[src/rtl/tt_compare_sched.sv]
// Tag table with lowest-free allocation and one round-robin-shared masked compare port.
// Lookups only query; releases also invalidate every matching entry at the same edge.

module tt_compare_entry #(
    parameter int VALUE_WIDTH = 32
) (
    input  logic                   i_clk,
    input  logic                   i_we,
    input  logic [VALUE_WIDTH-1:0] i_wdata,
    input  logic                   i_valid,
    input  logic [VALUE_WIDTH-1:0] i_cmp_value,
    input  logic [VALUE_WIDTH-1:0] i_cmp_mask,
    output logic                   o_match
);
    logic [VALUE_WIDTH-1:0] data_q, data_d;

    always_comb data_d = i_we ? i_wdata : data_q;

    // Entry data is deliberately not reset; the valid bit qualifies it.
    always_ff @(posedge i_clk) data_q <= data_d;

    assign o_match = i_valid & ~|((i_cmp_value ^ data_q) & ~i_cmp_mask);
endmodule

module tt_compare_sched #(
    parameter int VALUE_WIDTH = 32,
    parameter int ENTRIES     = 4
) (
    input  logic                          i_clk,
    input  logic                          i_reset_n,
    input  logic                          i_flush,
    input  logic                          i_alloc_valid,
    input  logic [VALUE_WIDTH-1:0]        i_alloc_value,
    output logic                          o_alloc_ready,
    output logic [$clog2(ENTRIES)-1:0]    o_alloc_id,
    input  logic                          i_lkp_valid,
    input  logic [VALUE_WIDTH-1:0]        i_lkp_value,
    input  logic [VALUE_WIDTH-1:0]        i_lkp_mask,
    output logic                          o_lkp_ready,
    input  logic                          i_rel_valid,
    input  logic [VALUE_WIDTH-1:0]        i_rel_value,
    input  logic [VALUE_WIDTH-1:0]        i_rel_mask,
    output logic                          o_rel_ready,
    output logic                          o_rsp_valid,
    output logic                          o_rsp_src,
    output logic                          o_rsp_hit,
    output logic                          o_rsp_multi,
    output logic [ENTRIES-1:0]            o_rsp_match,
    output logic [ENTRIES-1:0]            o_valid_entries,
    output logic [$clog2(ENTRIES+1)-1:0]  o_count
);
    localparam int ID_WIDTH  = $clog2(ENTRIES);
    localparam int CNT_WIDTH = $clog2(ENTRIES+1);

    typedef enum logic {SRC_LKP = 1'b0, SRC_REL = 1'b1} src_e;

    typedef struct packed {
        logic               src;
        logic               hit;
        logic               multi;
        logic [ENTRIES-1:0] match;
    } rsp_t;

    logic [ENTRIES-1:0]     valid_q, valid_d;
    logic [CNT_WIDTH-1:0]   count_q, count_d;
    src_e                   ptr_q, ptr_d;
    logic                   rsp_valid_q, rsp_valid_d;
    rsp_t                   rsp_q, rsp_d;

    logic                   grant_lkp, grant_rel, alloc_fire;
    logic [ID_WIDTH-1:0]    alloc_id;
    logic [ENTRIES-1:0]     alloc_onehot, match, rel_clear;
    logic [VALUE_WIDTH-1:0] cmp_value, cmp_mask;

    // Lowest free entry, taken from start-of-cycle valid bits only.
    always_comb begin
        alloc_id = '0;
        for (int e = ENTRIES-1; e >= 0; e--) begin
            if (!valid_q[e]) alloc_id = ID_WIDTH'(e);
        end
    end

    assign o_alloc_ready = ~(&valid_q) & ~i_flush;
    assign o_alloc_id    = alloc_id;
    assign alloc_fire    = i_alloc_valid & o_alloc_ready;

    always_comb begin
        alloc_onehot = '0;
        alloc_onehot[alloc_id] = alloc_fire;
    end

    assign grant_lkp   = ~i_flush & i_lkp_valid & (~i_rel_valid | (ptr_q == SRC_LKP));
    assign grant_rel   = ~i_flush & i_rel_valid & (~i_lkp_valid | (ptr_q == SRC_REL));
    assign o_lkp_ready = grant_lkp;
    assign o_rel_ready = grant_rel;

    assign cmp_value = grant_rel ? i_rel_value : i_lkp_value;
    assign cmp_mask  = grant_rel ? i_rel_mask  : i_lkp_mask;

    for (genvar e = 0; e < ENTRIES; e++) begin : g_entry
        tt_compare_entry #(.VALUE_WIDTH(VALUE_WIDTH)) u_entry (
            .i_clk       (i_clk),
            .i_we        (alloc_onehot[e]),
            .i_wdata     (i_alloc_value),
            .i_valid     (valid_q[e]),
            .i_cmp_value (cmp_value),
            .i_cmp_mask  (cmp_mask),
            .o_match     (match[e])
        );
    end

    assign rel_clear = grant_rel ? match : '0;

    always_comb begin
        ptr_d = ptr_q;
        if (grant_lkp) ptr_d = SRC_REL;
        if (grant_rel) ptr_d = SRC_LKP;

        valid_d = i_flush ? '0 : ((valid_q & ~rel_clear) | alloc_onehot);

        count_d = '0;
        for (int e = 0; e < ENTRIES; e++) count_d = count_d + CNT_WIDTH'(valid_d[e]);

        rsp_valid_d = grant_lkp | grant_rel;
        rsp_d       = rsp_q;
        if (rsp_valid_d) begin
            rsp_d.src   = grant_rel;
            rsp_d.hit   = |match;
            rsp_d.multi = |(match & (match - ENTRIES'(1)));
            rsp_d.match = match;
        end
    end

    always_ff @(posedge i_clk or negedge i_reset_n) begin
        if (!i_reset_n) begin
            valid_q     <= '0;
            count_q     <= '0;
            ptr_q       <= SRC_LKP;
            rsp_valid_q <= 1'b0;
        end else begin
            valid_q     <= valid_d;
            count_q     <= count_d;
            ptr_q       <= ptr_d;
            rsp_valid_q <= rsp_valid_d;
        end
    end

    // Response payload holds its last value between pulses.
    always_ff @(posedge i_clk) rsp_q <= rsp_d;

    assign o_rsp_valid     = rsp_valid_q;
    assign o_rsp_src       = rsp_q.src;
    assign o_rsp_hit       = rsp_q.hit;
    assign o_rsp_multi     = rsp_q.multi;
    assign o_rsp_match     = rsp_q.match;
    assign o_valid_entries = valid_q;
    assign o_count         = count_q;
endmodule

[config.mk]
export PLATFORM = sky130hd
export DESIGN_NAME = tt_compare_sched
export DESIGN_NICKNAME = d
export VERILOG_FILES = /design/src/rtl/tt_compare_sched.sv
export SDC_FILE = /design/constraint.sdc
export NUM_CORES = 1
export LEC_CHECK = 0
export BUFFER_PORTS_ARGS = -buffer_cell sky130_fd_sc_hd__buf_4
export CELL_PAD_IN_SITES_DETAIL_PLACEMENT = 1
export CELL_PAD_IN_SITES_GLOBAL_PLACEMENT = 2
export CORE_ASPECT_RATIO = 1.25
export CORE_MARGIN = 2
export CORE_UTILIZATION = 33
export DETAILED_ROUTE_END_ITERATION = 16
export PLACE_DENSITY_LB_ADDON = 0.2
export SKIP_CTS_REPAIR_TIMING = 1
export SLEW_MARGIN = 10
export SYNTH_ARGS = -nofsm -noshare
export SYNTH_HDL_FRONTEND = slang
export SYNTH_HIERARCHICAL = 1
export SYNTH_SLANG_ARGS = --single-unit
[constraint.sdc]
create_clock -name i_clk -period 4.1 [get_ports i_clk]
set_clock_uncertainty 0.1 [all_clocks]
set_input_delay 0.82 -clock i_clk [delete_from_list [all_inputs] [get_ports i_clk]]
set_output_delay 0.82 -clock i_clk [all_outputs]
set_load 0.02 [all_outputs]
==> out/metrics.yaml <==
status: "finished, final reports clean"
syn_avg_cell_area_um2: 14.78
critPathCaptureType: "flop"
post_drt_wl_per_cell_um: 18.44
synth_top_area_frac: 0.5519
path_clk_slew_ns: 0.06
grt_max_degree: 34
required_ns: 4.29
wl_met2_um: 10710
syn_inst: 497
synth_ff_type: "edfxtp_1"
ys_warn_count: 6
place_ws_ns: -0.3071
grt_pass1_wl_um: 28650
synthTopCellsByCount: "135 x edfxtp_1, 128 x xnor2_1, 56 x o22ai_1"
min_period_over_period: 0.9727
hp-class: "in -> async"
cp_top_family: "simple AND/OR/NAND/NOR gates"
port-buffer-count: 185
synthArstFlopShare: 0.06250
critPathSlowestCell: "fa_1"
routed_wl_um: 19210
highest_layer: "met4"
path_common_cell: "ha_1"
grt_pass1_vias: 5389
die_w_um: 137.4
die_y_um: 170.8
worst-setup-path-type: "in -> reg"
cap_violations: 0
setup_ws_ns: 0.1121
num_rows: 61
cellPowerDensity_mw_per_mm2: 379.1
finish.utilization: 0.4556
htreeDepth: 4
die_area_mm2: 0.02348
crit_arrival_ns: 4.18
yosys_register_bits: 144
worstPathCellList: "buf_4 -> nor2b_1 -> nand2b_4 -> buf_12 -> mux2_2 -> xnor2_1 -> o22ai_1 -> nor2_1 -> nand3_1 -> nor3_4 -> nand3b_1 -> a31oi_1 -> fa_1 -> inv_1 -> ha_1 -> ha_1"
ys_seq_area_frac: 0.5825
vias_per_cell: 4.751
synth_area_mm2: 0.007346
dpl_cell_area_mm2: 0.009459
hold_viol: 0
synth.most_common_cell: "edfxtp_1"
worstMarginPinSlew_ns: 0.6322
cts_buffer_depth: 2
gp_congestion: 0.7602
layout-drive-gt1-share: 0.4565
synth.largest_area_cell: "edfxtp_1"
cts_tree: "yes"
cp-start-kind: "primary input"
synth_nets: 666
drt_pass1_iterations: 4
synth_edf_count: 135
fillers: 2259
clk_latency_ns: 0.42
nets: 914
cts_root_buffer: "clkbuf_16"
cts_sinks: 144
route.met3.wl_um: 825
start_util: 0.3330
coreArea_mm2: 0.02206
remaining_drc_errors: 0
m1WireLength_um: 7472
grt.overflow.total: 0
crit_path_max_incr_delay_ns: 0.43
peakVddDrop_uv: 253.7
finalMaxSlewViolations: 0
crit_fanout: 15
postLayoutCellArea_mm2: 0.01005
detailed_place_hpwl_um: 14740
cts_buffers: 17
synthDistinctLibCells: 36
track_usage: 0.1661
relSlewSlack: 0.5770
areaGrowthSynthToFinish_pct: 36.81
finalCriticalPeriod_ns: 3.988
drtIter0Drc: 201
leakage_nw: 3.868
ys_top_cells_by_area: "edfxtp_1 55%, xnor2_1 15%, mux2_4 10%"
rsz0062_at_grt: "false"
final_antenna_net_count: 0
max_freq_mhz: 250.8
antenna_found_initial: 1
critPathBufInv: 3
setup_viol: 0
ios: 186
vias: 4951
-- sequential cells by signal (all words and copies together) (netlist names) --
signal / flops
o_rsp_hit: 1
g_entry.u_entry/data_q: 128
o_valid_entries: 4
o_rsp_match: 4
o_rsp_multi: 1
o_rsp_valid: 1
ptr_q: 1
o_count: 3
o_rsp_src: 1
-- cell families after synthesis --
family | count (synthesis) | share of synthesized area
compound gates | 81 | 0.07307
buf+inv | 15 | 0.01482
flops | 144 | 0.5825
simple gates | 60 | 0.04446
fa+ha+maj | 4 | 0.007494
xor+xnor | 128 | 0.1526
mux | 65 | 0.1250
-- path summary, 6_finish.rpt --
kind,from,endpoint,slack [ns],depth (start not counted)
min reg2reg,ptr_q,ptr_q,0.41,1
min,i_reset_n,ptr_q,0.12,1
max,i_lkp_valid,o_count[1],0.11,16
max reg2reg,ptr_q,o_count[1],0.21,15
min in group i_clk,ptr_q,ptr_q,0.41,1
max in group asynchronous,i_reset_n,o_valid_entries[1],3.63,1
-- routing by layer --
metal	vias up	GRT usage
met5	-	0
met4	0	0.04931
met3	11	0.02933
met2	134	0.3193
met1	2424	0.1830
li1	2382	-
-- worst register-to-register path, stage by stage (launching register included) --
cell and delay (ns):
dfrtp_1 0.41, nor2b_1 0.17, nand2b_4 0.23, buf_12 0.19, mux2_2 0.41, xnor2_1 0.19, o22ai_1 0.12, nor2_1 0.22
nand3_1 0.21, nor3_4 0.30, nand3b_1 0.14, a31oi_1 0.22, fa_1 0.44, inv_1 0.06, ha_1 0.15, ha_1 0.23
-- layout by cell type (no fill, tap or decap), types with 5 or more instances in the layout --
| cell type | count |
|---|---|
| buf_4 | 235 |
| clkbuf_16 | 17 |
| dfrtp_1 | 9 |
| edfxtp_1 | 135 |
| inv_1 | 5 |
| inv_6 | 5 |
| mux2_2 | 14 |
| mux2_4 | 50 |
| nand2_1 | 6 |
| nor2_1 | 29 |
| nor3_2 | 8 |
| o21ai_0 | 5 |
| o22ai_1 | 56 |
| xnor2_1 | 128 |
-- area by class of cell --
class | instances | area, µm² | area share
diodes | 1 | 2.502 | 0.0002490
clock buffers | 17 | 425.4 | 0.04233
multi-input cells | 338 | 2985 | 0.2971
well taps | 283 | 354.1 | 0.03523
flip-flops and latches | 144 | 4279 | 0.4258
inverters | 6 | 22.52 | 0.002241
clock inverters | 15 | 156.4 | 0.01556
repair buffers | 238 | 1824 | 0.1815
-- metrics by stage --
| stage | power, mW | hold slack [ns] | setup TNS [ns] | std cells |
|---|---|---|---|---|
| after floorplan | 2.051 | 0.3727 | 0 | 497 |
| after global placement | 2.326 | 0.4055 | -0.2528 | 1009 |
| after detailed placement | 2.344 | 0.4032 | -0.6458 | 1009 |
| after CTS | 3.858 | 0.1084 | 0 | 1041 |
| after global routing | 3.961 | 0.1119 | 0 | 1041 |
| final | 3.810 | 0.1246 | 0 | 1042 |
-- report_power, final --
part | switching (mW) | total, mW | internal (mW)
Combinational | 0.288 | 0.650 | 0.361
Sequential | 0.0150 | 1.66 | 1.64
Clock | 0.603 | 1.50 | 0.901
Total | 0.906 | 3.81 | 2.90
Note: power is estimated with default switching activity, not from simulation.
